===== config.mk =====
export PLATFORM = sky130hd
export DESIGN_NAME = valu_seq
export DESIGN_NICKNAME = d
export VERILOG_FILES = /design/src/rtl/valu_pkg.sv /design/src/rtl/valu_tail_merge.sv /design/src/rtl/valu_seq.sv
export SDC_FILE = /design/constraint.sdc
export NUM_CORES = 1
export LEC_CHECK = 0
export CORE_AREA = 2 2 378 380
export CTS_CLUSTER_SIZE = 24
export DETAILED_ROUTE_END_ITERATION = 8
export DIE_AREA = 0 0 380 382
export PLACE_DENSITY = 0.44
export SYNTH_ARGS = -nofsm -noshare
export SYNTH_HDL_FRONTEND = slang
export SYNTH_HIERARCHICAL = 1
export SYNTH_SLANG_ARGS = --single-unit

===== constraint.sdc =====
create_clock -name clk -period 15.85 [get_ports clk]
set_clock_uncertainty 0.15 [all_clocks]
set_input_delay 3.17 -clock clk [delete_from_list [all_inputs] [get_ports clk]]
set_output_delay 3.17 -clock clk [all_outputs]
set_load 0.1 [all_outputs]

===== src/rtl/valu_pkg.sv =====
// Shared types and helpers for the vector ALU sequencer: op codes, SEW constants,
// FSM state encoding and LMUL/SEW decode functions.
package valu_pkg;

    localparam int unsigned SEW_W  = 11;
    localparam int unsigned CTRL_W = 6;
    localparam int unsigned LMUL_W = 2;
    localparam int unsigned BEAT_W = 3;

    typedef enum logic [CTRL_W-1:0] {
        VADD  = 6'd0,
        VSUB  = 6'd1,
        VSLT  = 6'd2,
        VSLTU = 6'd3,
        VAND  = 6'd4,
        VOR   = 6'd5,
        VXOR  = 6'd6,
        VSLL  = 6'd7,
        VSRL  = 6'd8,
        VSRA  = 6'd9
    } alu_op_e;

    localparam logic [SEW_W-1:0] SEW_8   = 11'd8;
    localparam logic [SEW_W-1:0] SEW_16  = 11'd16;
    localparam logic [SEW_W-1:0] SEW_32  = 11'd32;
    localparam logic [SEW_W-1:0] SEW_64  = 11'd64;
    localparam logic [SEW_W-1:0] SEW_128 = 11'd128;

    typedef enum logic [1:0] {
        IDLE  = 2'd0,
        RUN   = 2'd1,
        DRAIN = 2'd2,
        FIN   = 2'd3
    } seq_state_e;

    // Number of registers in the group (1, 2, 4 or 8).
    function automatic logic [BEAT_W:0] lmul_beats(input logic [LMUL_W-1:0] lmul);
        return 4'd1 << lmul;
    endfunction

    function automatic logic sew_legal(input logic [SEW_W-1:0] sew);
        case (sew)
            SEW_8, SEW_16, SEW_32, SEW_64, SEW_128: return 1'b1;
            default:                                return 1'b0;
        endcase
    endfunction

    // log2 of element size in bytes; only meaningful for legal SEW values.
    function automatic logic [2:0] sew_shift(input logic [SEW_W-1:0] sew);
        case (sew)
            SEW_16:  return 3'd1;
            SEW_32:  return 3'd2;
            SEW_64:  return 3'd3;
            SEW_128: return 3'd4;
            default: return 3'd0;
        endcase
    endfunction

endpackage


===== src/rtl/valu_tail_merge.sv =====
// Per-element select between ALU result and old vd: elements at index >= vl keep old vd.
module valu_tail_merge
    import valu_pkg::*;
#(
    parameter int unsigned VLEN = 128,
    parameter int unsigned VL_W = 9
) (
    input  logic [SEW_W-1:0]  sew,
    input  logic [VL_W-1:0]   vl,
    input  logic [BEAT_W-1:0] kw,
    input  logic [VLEN-1:0]   result,
    input  logic [VLEN-1:0]   old,
    output logic [VLEN-1:0]   merged_c
);

    localparam int unsigned NB = VLEN / 8;

    logic [2:0] shift_c;

    assign shift_c = sew_shift(sew);

    // Element index of a byte = its group-wide byte index divided by the element size.
    always_comb begin
        merged_c = old;
        for (int unsigned b = 0; b < NB; b++) begin
            if (((32'(kw) * NB + b) >> shift_c) < 32'(vl)) begin
                merged_c[8*b +: 8] = result[8*b +: 8];
            end
        end
    end

endmodule


===== src/rtl/valu_seq.sv =====
// Vector ALU sequencer: walks an LMUL register group one beat per cycle, reads the VRF,
// drives the ALU and writes vd with tail-undisturbed merge. Option: VALU_SEQ_SCALAR_EN.
module valu_seq
    import valu_pkg::*;
#(
    parameter int unsigned VLEN = 128,
    parameter int unsigned VL_W = 9,
    parameter int unsigned RA_W = 5
) (
    input  logic                clk,
    input  logic                rst,
    input  logic                i_valid,
    output logic                o_ready,
    input  logic [SEW_W-1:0]    i_sew,
    input  logic [CTRL_W-1:0]   i_ctrl,
    input  logic [LMUL_W-1:0]   i_lmul,
    input  logic [VL_W-1:0]     i_vl,
    input  logic [RA_W-1:0]     i_vs1,
    input  logic [RA_W-1:0]     i_vs2,
    input  logic [RA_W-1:0]     i_vd,
`ifdef VALU_SEQ_SCALAR_EN
    input  logic                i_vx,
    input  logic [63:0]         i_scalar,
`endif
    output logic [RA_W-1:0]     o_rf_raddr_a,
    output logic [RA_W-1:0]     o_rf_raddr_b,
    output logic [RA_W-1:0]     o_rf_raddr_d,
    input  logic [VLEN-1:0]     i_rf_rdata_a,
    input  logic [VLEN-1:0]     i_rf_rdata_b,
    input  logic [VLEN-1:0]     i_rf_rdata_d,
    output logic [SEW_W-1:0]    o_alu_sew,
    output logic [CTRL_W-1:0]   o_alu_ctrl,
    output logic [VLEN-1:0]     o_alu_a,
    output logic [VLEN-1:0]     o_alu_b,
    input  logic [VLEN-1:0]     i_alu_result,
    output logic                o_rf_we,
    output logic [RA_W-1:0]     o_rf_waddr,
    output logic [VLEN-1:0]     o_rf_wdata,
    output logic                o_done,
    output logic                o_err
);

    seq_state_e         state_q, state_d;
    logic [SEW_W-1:0]   sew_q;
    logic [CTRL_W-1:0]  ctrl_q;
    logic [LMUL_W-1:0]  lmul_q;
    logic [VL_W-1:0]    vl_q;
    logic [BEAT_W-1:0]  beat_q, kw_q;
    logic [RA_W-1:0]    raddr_a_q, raddr_b_q, raddr_d_q, waddr_q;
    logic               valid_w_q, ready_q, done_q, err_q;
    logic [VLEN-1:0]    alu_a_hold_q, alu_b_hold_q, operand_b_c;

    logic               accept_c, illegal_c, empty_c;
    logic [RA_W-1:0]    align_mask_c;
    logic [BEAT_W-1:0]  last_beat_c;

    assign accept_c     = i_valid & ready_q;
    assign align_mask_c = RA_W'(lmul_beats(i_lmul) - 4'd1);
    assign illegal_c    = !sew_legal(i_sew) || (32'(i_sew) > VLEN)
                        || ((i_vs1 & align_mask_c) != '0)
                        || ((i_vs2 & align_mask_c) != '0)
                        || ((i_vd  & align_mask_c) != '0);
    assign empty_c      = (i_vl == '0);
    assign last_beat_c  = BEAT_W'(lmul_beats(lmul_q) - 4'd1);

    always_ff @(posedge clk) begin
        if (rst) state_q <= IDLE;
        else     state_q <= state_d;
    end

    // Illegal or empty ops skip straight to FIN so done lands one cycle after acceptance.
    always_comb begin
        state_d = state_q;
        case (state_q)
            IDLE, FIN: begin
                state_d = IDLE;
                if (accept_c) state_d = (illegal_c || empty_c) ? FIN : RUN;
            end
            RUN:     if (beat_q == last_beat_c) state_d = DRAIN;
            DRAIN:   state_d = FIN;
            default: state_d = IDLE;
        endcase
    end

    always_ff @(posedge clk) begin
        if (rst) begin
            sew_q        <= '0;
            ctrl_q       <= '0;
            lmul_q       <= '0;
            vl_q         <= '0;
            beat_q       <= '0;
            kw_q         <= '0;
            raddr_a_q    <= '0;
            raddr_b_q    <= '0;
            raddr_d_q    <= '0;
            waddr_q      <= '0;
            valid_w_q    <= 1'b0;
            ready_q      <= 1'b1;
            done_q       <= 1'b0;
            err_q        <= 1'b0;
            alu_a_hold_q <= '0;
            alu_b_hold_q <= '0;
        end else begin
            ready_q   <= (state_d == IDLE) || (state_d == FIN);
            done_q    <= (state_d == FIN);
            err_q     <= accept_c & illegal_c;
            valid_w_q <= (state_q == RUN);
            if (state_q == RUN) begin
                beat_q    <= beat_q + BEAT_W'(1);
                raddr_a_q <= raddr_a_q + RA_W'(1);
                raddr_b_q <= raddr_b_q + RA_W'(1);
                raddr_d_q <= raddr_d_q + RA_W'(1);
                waddr_q   <= raddr_d_q;
                kw_q      <= beat_q;
            end
            if (accept_c) begin
                sew_q     <= i_sew;
                ctrl_q    <= i_ctrl;
                lmul_q    <= i_lmul;
                vl_q      <= i_vl;
                beat_q    <= '0;
                raddr_a_q <= i_vs2;
                raddr_b_q <= i_vs1;
                raddr_d_q <= i_vd;
            end
            if (valid_w_q) begin
                alu_a_hold_q <= i_rf_rdata_a;
                alu_b_hold_q <= operand_b_c;
            end
        end
    end

`ifdef VALU_SEQ_SCALAR_EN
    logic               vx_q;
    logic [63:0]        scalar_q;
    logic [VLEN-1:0]    scalar_rep_c;
    int unsigned        rep_byte_c;

    always_ff @(posedge clk) begin
        if (rst) begin
            vx_q     <= 1'b0;
            scalar_q <= '0;
        end else if (accept_c) begin
            vx_q     <= i_vx;
            scalar_q <= i_scalar;
        end
    end

    // Scalar truncated to SEW (zero-extended beyond 64 bits) and replicated per element.
    always_comb begin
        scalar_rep_c = '0;
        rep_byte_c   = 0;
        for (int unsigned b = 0; b < VLEN / 8; b++) begin
            rep_byte_c = b & ((32'd1 << sew_shift(sew_q)) - 32'd1);
            if (rep_byte_c < 8) scalar_rep_c[8*b +: 8] = scalar_q[8*rep_byte_c +: 8];
        end
    end

    assign operand_b_c = vx_q ? scalar_rep_c : i_rf_rdata_b;
`else
    assign operand_b_c = i_rf_rdata_b;
`endif

    valu_tail_merge #(
        .VLEN (VLEN),
        .VL_W (VL_W)
    ) u_tail_merge (
        .sew      (sew_q),
        .vl       (vl_q),
        .kw       (kw_q),
        .result   (i_alu_result),
        .old      (i_rf_rdata_d),
        .merged_c (o_rf_wdata)
    );

    assign o_ready      = ready_q;
    assign o_rf_raddr_a = raddr_a_q;
    assign o_rf_raddr_b = raddr_b_q;
    assign o_rf_raddr_d = raddr_d_q;
    assign o_alu_sew    = sew_q;
    assign o_alu_ctrl   = ctrl_q;
    assign o_alu_a      = valid_w_q ? i_rf_rdata_a : alu_a_hold_q;
    assign o_alu_b      = valid_w_q ? operand_b_c  : alu_b_hold_q;
    assign o_rf_we      = valid_w_q;
    assign o_rf_waddr   = waddr_q;
    assign o_done       = done_q;
    assign o_err        = err_q;

endmodule


==> impl_metrics.py, run 1 <==
metrics = {
    "sta": {
        "whs_ns": 0.304,
        "final.min_clock_period_ns": 10.19,
        "finalHoldViolCount": 0,
        "report.final.slew_viol_count": 0,
        "fin_setup_tns_ns": 0,
        "tightestPinTransition_ns": 1.27,
        "max_freq_mhz": 98.1,
        "fin_crit_sh_pct": 64.3,
        "grt_setup_unrepaired": "no",
        "slew_headroom_pct": 15.1,
        "finalSetupViolations": 0,
    },
    "cells_and_area": {
        "drive_above_1_share_pct": 20.8,
        "area_delta_synth_final_pct": 86.4,
        "nNetsFinal": 2994,
        "nFillCells": 15592,
    },
    "power_and_ir_drop": {
        "power.share.switching_pct": 56.4,
        "seqPwrFrac_pct": 16.5,
        "p_per_area_nw_per_um2": 202,
        "internal_power_uw": 2520,
        "switching_power_uw": 3260,
        "combPwrFrac_pct": 66.4,
        "ir_drop_mv": 0.189,
        "clockPowerShare_pct": 17.1,
        "total_power_uw": 5790,
        "p_leak_uw": 0.0105,
    },
    "synthesis": {
        "synthArstFlopShare_pct": 0,
        "synth_flop_cell": "dfxtp_1",
        "seq_area_frac_synth_pct": 41.1,
        "mappedNetlistArea_sq_um": 15400,
        "avgSynthCellArea_sq_um": 10.6,
        "synthCells": 1455,
        "synth-edff-count": 0,
        "yosys.area.top_type_share_pct": 41.1,
        "netlist_top_cells_area": "dfxtp_1, mux2_2, nor2b_1, ha_1, nand2_1",
        "yosys.area.top_type": "dfxtp_1",
        "synth_most_common_cell": "mux2_2",
        "ys_warn_count": 6,
        "synth_nets": 2045,
        "ys_types": 68,
        "ys_top_cells_by_count": "mux2_2, dfxtp_1, nor2b_1",
        "ys_ff_latch": 316,
    },
    "setup_path": {
        "cp-endpoint": "o_rf_wdata[41]",
        "crit_slowest_cell": "clkdlybuf4s50_1",
        "worst-path-max-fanout": 14,
        "cp.required_ns": 12.53,
        "rrSetupSlack_ns": 11.93,
        "cp-start-kind": "flip-flop",
        "crit_path_start": "o_alu_sew[8]",
        "critical_path_class": "flip-flop to output pin",
        "cp_cell_sequence": "or4_4 > nor3_4 > inv_2 > mux2i_4 > a21o_1 > nor2_1 > ha_1 > nand4b_1 > nor2_1 > and4_1 > o21ai_0 > o211ai_1 > mux2_2 > clkdlybuf4s50_1",
        "crit_path_frequent_cell": "nor2_1",
        "r2r-end": "alu_b_hold_q[63]",
        "crit_path_end_kind": "output pin",
        "cp.depth": 14,
        "crit_family": "simple AND/OR/NAND/NOR gates",
        "reg2reg_depth": 5,
        "cp_slowest_stage_delay_ns": 1.13,
        "reg2reg_from": "o_rf_we",
        "critPathBufInv": 2,
        "arrival_ns": 6.87,
    },
    "cts": {
        "post_cts_buffers": 0,
        "cts_resized": 0,
        "cts_tree": "yes",
        "clk_path_buf_depth": 3,
        "clkSinkCount": 316,
        "cts_buffers": 44,
        "clk_pin_slew_ns": 0.06,
        "cts_max_level": 2,
        "ctsHoldBuffers": 0,
        "clk_latency_ns": 0.58,
        "cts-root-buf": "clkbuf_16",
    },
    "grt": {
        "antenna_found_initial": 14,
        "grt.total_usage_pct": 11.6,
        "first_global_vias": 14633,
        "grt_pass1_wl_microns": 120000,
        "grt_max_degree": 138,
        "overflow": 0,
    },
    "floorplan": {
        "die_y_microns": 382,
        "dieArea_sq_um": 145000,
        "coreArea_sq_um": 141000,
        "boundaryPins": 983,
        "num_rows": 138,
        "start_util_pct": 10.9,
        "die_w_microns": 380,
    },
    "status": {
        "status": "complete, no violations",
    },
    "drt": {
        "via_per_inst": 3.35,
        "wl_per_cell_microns": 20.5,
        "ant_nets": 0,
        "dr_total_vias": 14490,
        "drt_pass1_iterations": 5,
        "drtIter0Drc": 578,
        "drcViolationCount": 0,
        "drt_wl_total_microns": 88800,
    },
    "placement": {
        "port_buffers": 982,
        "hpwl_microns": 72700,
        "gp_congestion": 0.870,
    },
    "flow_run": {
        "drv_cap": 0,
    },
    "min_path": {
        "hold_path.class": "flip-flop to flip-flop",
    },
}
==> how the worst min path moves through the flow <==
| stage | depth (start not counted) | endpoint | startpoint | slack, ns |
|---|---|---|---|---|
| 2_1_floorplan | 2 | vl_q[8] | vl_q[8] | 0.29 |
| 3_3_place_gp | 2 | vl_q[4] | vl_q[4] | 0.30 |
| 3_5_place_dp | 2 | o_alu_ctrl[1] | o_alu_ctrl[1] | 0.30 |
| 4_1_cts | 2 | vl_q[2] | vl_q[2] | 0.31 |
| 5_1_grt | 2 | vl_q[5] | vl_q[5] | 0.32 |
| 6_report | 2 | vl_q[2] | vl_q[2] | 0.30 |
==> metal layers <==
metal	routed length [microns]	part of all wire [%]	GRT usage [%]	up-vias
met3	7010	7.9	4.01	93
met4	1750	2.0	2.89	10
li1	-	-	-	6961
met1	36600	41	13.9	6843
met5	50	0.056	0	-
met2	43400	49	19.9	583
==> flip-flops by register name (all words and copies together), names as in the netlist <==
register / flops
beat_q: 3
o_done: 1
vl_q: 9
kw_q: 3
o_rf_waddr: 5
o_rf_raddr_d: 5
o_rf_raddr_a: 5
o_alu_ctrl: 6
o_err: 1
o_rf_raddr_b: 5
o_alu_sew: 11
state_q: 2
o_rf_we: 1
alu_b_hold_q: 128
o_ready: 1
alu_a_hold_q: 128
lmul_q: 2
==> final cells by class <==
class | count | area, sq um | area share (%)
Timing Repair Buffer | 993 | 9880 | 34.5
Inverter | 13 | 48.8 | 0.170
Tap cell | 1890 | 2360 | 8.25
Clock buffer | 59 | 1270 | 4.43
Clock inverter | 13 | 134 | 0.467
Multi-Input combinational cell | 1036 | 8620 | 30.1
Sequential cell | 316 | 6330 | 22.1
Antenna cell | 3 | 7.51 | 0.0262
==> metrics by stage <==
stage / util (%) / cell area, sq um / worst slack, ns / cells
2_1_floorplan: - / 15400 / 7.63 / 1455
3_3_place_gp: 19.3 / 27200 / 6.39 / 4248
3_5_place_dp: 19.3 / 27200 / 6.26 / 4248
4_1_cts: 20.3 / 28700 / 5.59 / 4320
5_1_grt: 20.3 / 28700 / 5.09 / 4322
6_report: 20.3 / 28700 / 5.66 / 4323
==> layout by cell type, fill, tap and decap left out, types with 3 or more instances in the layout <==
cell and instances:
nand4b_1 4, clkinv_2 7, nor4_1 6, o21ai_0 16
and4_1 5, a21o_1 13, diode_2 3, mux2_2 368
mux2i_1 15, xnor2_1 7, nand4_1 10, clkbuf_16 46
buf_4 24, dfxtp_1 315, nand2b_1 3, a211oi_1 20
o211ai_1 4, o21bai_1 4, mux2_4 16, o22ai_1 3
inv_1 11, clkbuf_1 6, ha_1 32, xor2_1 10
nand2_1 86, nand3_1 6, nor3_1 12, a21oi_1 48
nor2b_1 259, and2_1 3, nor2_1 39, clkbuf_8 7
clkinvlp_4 3, clkdlybuf4s50_1 965
==> power by group through the flow <==
stage          logic [uW]  clock network, uW  registers, uW
6_report             3840                989            953
5_1_grt              3970               1070            966
4_1_cts              3880               1050            955
3_5_place_dp         3860                  0            972
3_3_place_gp         3870                  0            969
2_1_floorplan        2760                  0           1080
==> worst min-delay path: cells and delay by family, from the launching register on <==
| family | cells | cell delay [ns] |
|---|---|---|
| AOI/OAI and AO/OA | 1 | 0.05 |
| and+or+nand+nor | 1 | 0.05 |
| DFF | 1 | 0.31 |
==> cells by family after synthesis <==
group                    Yosys count  synth area share, %
AND/OR/NAND/NOR                  450                 16.6
buffers and inverters            103                 2.84
flip-flops                       316                 41.1
XOR/XNOR                          17                0.968
adder cells (fa/ha/maj)           32                 2.60
AO/OA/AOI/OAI                    137                 6.23
multiplexers                     400                 29.6
Power figures use the tool's default switching activity.
==> run 2: changes to the inputs <==
--- a/config.mk
+++ b/config.mk
@@ -9,7 +9,7 @@
 export CTS_CLUSTER_SIZE = 24
 export DETAILED_ROUTE_END_ITERATION = 8
 export DIE_AREA = 0 0 380 382
-export PLACE_DENSITY = 0.44
+export PLACE_DENSITY = 0.45
 export SYNTH_ARGS = -nofsm -noshare
 export SYNTH_HDL_FRONTEND = slang
 export SYNTH_HIERARCHICAL = 1
==> constraint.sdc (replaced) <==
create_clock -name clk -period 9.1 [get_ports clk]
set_clock_uncertainty 0.15 [all_clocks]
set_input_delay 1.82 -clock clk [delete_from_list [all_inputs] [get_ports clk]]
set_output_delay 1.82 -clock clk [all_outputs]
set_load 0.1 [all_outputs]
==> impl_metrics.py, run 2 (synthesis gave the netlist of run 1 again) <==
metrics = {
    "setup_path": {
        "cp.required_ns": 7.13,
        "cp-start-kind": "flip-flop",
        "crit_path_end_kind": "output pin",
        "critical_path_class": "flip-flop to output pin",
        "arrival_ns": 6.67,
        "worst-path-max-fanout": 14,
    },
    "power_and_ir_drop": {
        "clockPowerShare_pct": 17.9,
        "power.share.switching_pct": 56.5,
        "p_leak_uw": 0.0106,
        "ir_drop_mv": 0.210,
        "seqPwrFrac_pct": 16.4,
        "p_per_area_nw_per_um2": 356,
        "combPwrFrac_pct": 65.7,
        "internal_power_uw": 4440,
        "switching_power_uw": 5770,
    },
    "placement": {
        "pre_cts_ws_ns": 1.17,
        "hpwl_microns": 72600,
        "gp_congestion": 0.830,
        "placed_cells": 4249,
        "port_buffers": 982,
        "dpl_cell_area_sq_um": 27200,
    },
    "floorplan": {
        "dieArea_sq_um": 145000,
        "num_rows": 138,
        "coreArea_sq_um": 141000,
        "die_y_microns": 382,
        "start_util_pct": 10.9,
        "die_w_microns": 380,
        "boundaryPins": 983,
    },
    "cts": {
        "ctsHoldBuffers": 0,
        "cts_max_level": 2,
        "clk_latency_ns": 0.59,
        "clk_path_buf_depth": 3,
        "cts_buffers": 47,
        "clk_pin_slew_ns": 0.05,
        "cts-root-buf": "clkbuf_16",
        "post_cts_buffers": 0,
        "cts_resized": 0,
        "clkSinkCount": 316,
        "cts_tree": "yes",
    },
    "sta": {
        "slew_headroom_pct": 21.8,
        "fin_setup_tns_ns": 0,
        "max_freq_mhz": 116,
        "report.final.slew_viol_count": 0,
        "fin_crit_sh_pct": 94.9,
        "final.min_clock_period_ns": 8.64,
        "grt_setup_unrepaired": "no",
        "finalHoldViolCount": 0,
        "tightestPinTransition_ns": 1.17,
        "fin_ws_ns": 0.465,
        "finalSetupViolations": 0,
    },
    "drt": {
        "drt_pass1_iterations": 5,
        "drtIter0Drc": 579,
        "ant_nets": 0,
        "dr_total_vias": 14654,
        "wl_per_cell_microns": 20.6,
        "drt_wl_total_microns": 89200,
        "drcViolationCount": 0,
        "via_per_inst": 3.38,
    },
    "status": {
        "status": "complete, no violations",
    },
    "grt": {
        "first_global_vias": 14725,
        "grt.total_usage_pct": 11.6,
        "overflow": 0,
        "grt_max_degree": 134,
        "grt_pass1_wl_microns": 119000,
        "antenna_found_initial": 21,
    },
    "min_path": {
        "hold_path.class": "flip-flop to flip-flop",
    },
    "cells_and_area": {
        "area_delta_synth_final_pct": 86.5,
        "final_util_pct": 20.4,
        "finalInstanceArea_sq_um": 28700,
        "mostFrequentLayoutCells": "clkdlybuf4s50_1, mux2_2, dfxtp_1",
        "drive_above_1_share_pct": 22.9,
        "layout_commonest_cell": "clkdlybuf4s50_1",
        "nNetsFinal": 2998,
        "fin_cells": 4332,
    },
    "flow_run": {
        "drv_cap": 0,
    },
}
run 2: final cells by class:
cell class | count | area [sq um]
flip-flops and latches | 316 | 6330
inverters | 13 | 48.8
clock inverters | 15 | 164
diodes | 1 | 2.50
fillers | 15586 | 112000
clock buffers | 67 | 1340
multi-input cells | 1036 | 8620
well taps | 1890 | 2360
repair buffers | 994 | 9800
run 2: critical path, stage by stage (launching register included):
cell and delay, ns:
dfxtp_1 0.33, or4_4 0.59, nor3_4 0.41, inv_2 0.24, mux2i_4 0.34, a21o_1 0.32
nor2_1 0.07, ha_1 0.28, nand4b_1 0.32, nor2_1 0.60, and4_1 0.30, a21oi_1 0.08
a31oi_2 0.73, mux2_2 0.30, clkdlybuf4s50_1 1.13
run 2: power groups by stage:
stage / Sequential [uW] / Clock (uW) / Combinational, uW
finish: 1670 / 1830 / 6710
global route: 1700 / 1980 / 6910
CTS: 1670 / 1930 / 6770
detailed placement: 1700 / 0 / 6750
global placement: 1700 / 0 / 6760
floorplan: 1870 / 0 / 4800
run 2: layer usage:
metal,share of wire (%),global-route usage (%),vias to the layer above
met4,2.5,3.18,22
met2,50,20.3,602
met1,40,13.2,6924
li1,-,-,6977
met5,0.16,0,-
met3,8.1,4.03,129
run 2: per-stage QoR:
step	total power (uW)	hold WS, ns
global route	10600	0.326
global placement	8460	0.292
floorplan	6680	0.285
finish	10200	0.306
detailed placement	8450	0.300
CTS	10400	0.307
run 2: final timing paths:
path	start	to	slack, ns	depth (start not counted)
worst min register to register	vl_q[1]	vl_q[1]	0.31	2
worst max-delay path	o_alu_sew[8]	o_rf_wdata[51]	0.46	14
worst min-delay path	vl_q[1]	vl_q[1]	0.31	2
worst max register to register	o_rf_we	alu_a_hold_q[64]	6.38	3
==> edit: new RTL, config.mk and constraints of run 2 <==
Remove the register `err_q`: a continuous assignment takes its place, so the output `o_err` follows one clock earlier.
--- a/src/rtl/valu_seq.sv
+++ b/src/rtl/valu_seq.sv
@@ -98,5 +98,4 @@
             ready_q      <= 1'b1;
             done_q       <= 1'b0;
-            err_q        <= 1'b0;
             alu_a_hold_q <= '0;
             alu_b_hold_q <= '0;
@@ -104,5 +103,4 @@
             ready_q   <= (state_d == IDLE) || (state_d == FIN);
             done_q    <= (state_d == FIN);
-            err_q     <= accept_c & illegal_c;
             valid_w_q <= (state_q == RUN);
             if (state_q == RUN) begin
@@ -130,4 +128,6 @@
         end
     end
+
+    assign err_q = accept_c & illegal_c;
 
 `ifdef VALU_SEQ_SCALAR_EN
Behaviour: not the same (Yosys sat finds a counterexample within 4 cycles, from zero or initial values and one cycle with rst high).
==> edit against run 2 <==
Non-clock buffer count fell by 1. Global-route usage decreased by 1.5 points. Area after synthesis decreased by 0.13%. Utilization decreased by 0.10 points. Worst setup slack better by 330 ps. Maximum frequency grew 4.0%. Combinational power shrank 1%. Register-to-register slack improved by 340 ps. Wire length shrank 13%. Total power shrank 2.4%. Sequential cell count down 1. Design area is 0.50% lower.
==> edit: results (changes against run 2) <==
PwrDens: 349.3 nW/um^2 (-1.9%)
Root Buffer Master: clkbuf_16
Slowest Stage Delay on Critical Path: 1140 ps
Filler Cells Inserted: 15650 (+0.38%)
Final Wtd Congestion: 0.7832 (-5.7%)
DP Area: 27110 sq um (-0.22%)
synth unique cells: 67 (-1.5%)
Reg clk slew, reported paths: 50 ps (about the same)
Critical Path Fanout Max: 14 (unchanged)
Reg area: 6310 sq um (-0.32%)
DP Wirelength: 61.99 mm (-15%)
ratio of cells with drive above 1 in the final layout: 0.2304 (+0.0009760)
initial antenna violation count: 11 (-48%)
final net count: 2993 (-0.17%)
DR vias/cell: 3.315 (-2.0%)
critical path arrival: 6340 ps (-330 ps)
status: finished clean
Logic power comb: 6610 uW (-1%)
Routed WL: 77.41 mm (-13%)
VDD IR-drop max: 277.5 uV (+32%)
CP max stage cell: clkdlybuf4s50_1
final instance count without filler cells: 4331 (-0.023%)
Global Route Usage Sum: 0.1004 (-0.01520)
vias in the first global route: 14410 (-2.1%)
H-Tree Depth: 2 (unchanged)
Least-Margin Pin Slew: 1258 ps (+84.93 ps)
Post-CTS Setup Bufs: 0 (unchanged)
Psw: 5612 uW (-2.8%)
Commonest cells post-synth: mux2_2 (368), dfxtp_1 (315), nor2b_1 (259), nand2_1 (87), clkbuf_1 (53)
largest cells by area after synthesis: dfxtp_1 (41%), mux2_2 (27%), nor2b_1 (11%)
pin count of the biggest net entering global routing: 154 (+15%)
Post-Place Cells: 4248 (-0.024%)
sequential area share after synthesis: 0.4107 (-0.0007673)
initial DRC count: 513 (-11%)
iteration count of the initial detailed-routing pass: 4 (-1)
clock buffer depth: 3 (unchanged)
cts bufs inserted: 43 (-8.5%)
pre-CTS WS: 1426 ps (+256.2 ps)
Leak: 0.01055 uW (-0.74%)
global-route wire length before repair: 106.8 mm (-10%)
clk pwr: 1700 uW (-7%)
YS warnings: 6 (unchanged)
-- edit: cell families (layout without fill, tap and decap cells) --
family,Yosys count,in the layout,synth area share
AO/OA/AOI/OAI,137,137,0.06218
adder cells (fa/ha/maj),32,32,0.02608
flip-flops,315,315,0.4107
XOR/XNOR,16,16,0.009127
multiplexers,400,400,0.2968
AND/OR/NAND/NOR,452,452,0.1667
buffers and inverters,103,1083,0.02844
other,0,6,0
-- edit: path summary, 6_finish.rpt --
path / start / cells past startpoint / slack (ps) / endpoint
worst max register to register: o_rf_we / 3 / 6720 / alu_b_hold_q[47]
worst min-delay path: vl_q[5] / 2 / 300 / vl_q[5]
worst max-delay path: o_alu_sew[8] / 14 / 790 / o_rf_wdata[23]
worst min register to register: vl_q[5] / 2 / 300 / vl_q[5]
-- edit: routing by layer --
layer / part of all wire / wire (um) / up-vias / GRT usage
met5: 0.00017 / 13 / - / 0
met4: 0.030 / 2328 / 2 / 0.03704
met3: 0.075 / 5799 / 92 / 0.02927
met2: 0.50 / 38860 / 538 / 0.1764
met1: 0.39 / 30410 / 6759 / 0.1145
li1: - / - / 6968 / -
-- edit: area by class of cell --
cell class	instances	share of cell area
Inverter	13	0.001710
Antenna cell	6	0.0005262
Clock buffer	65	0.04486
Clock inverter	12	0.004560
Sequential cell	315	0.2211
Tap cell	1890	0.08287
Timing Repair Buffer	993	0.3422
Multi-Input combinational cell	1037	0.3022
-- edit: critical path: cells and delay by family (launching register included) --
kind	cells	cell delay, ps
flip-flops	1	330
adder cells (fa/ha/maj)	1	270
multiplexers	2	660
buffers and inverters	2	1380
AO/OA/AOI/OAI	3	770
AND/OR/NAND/NOR	6	2330
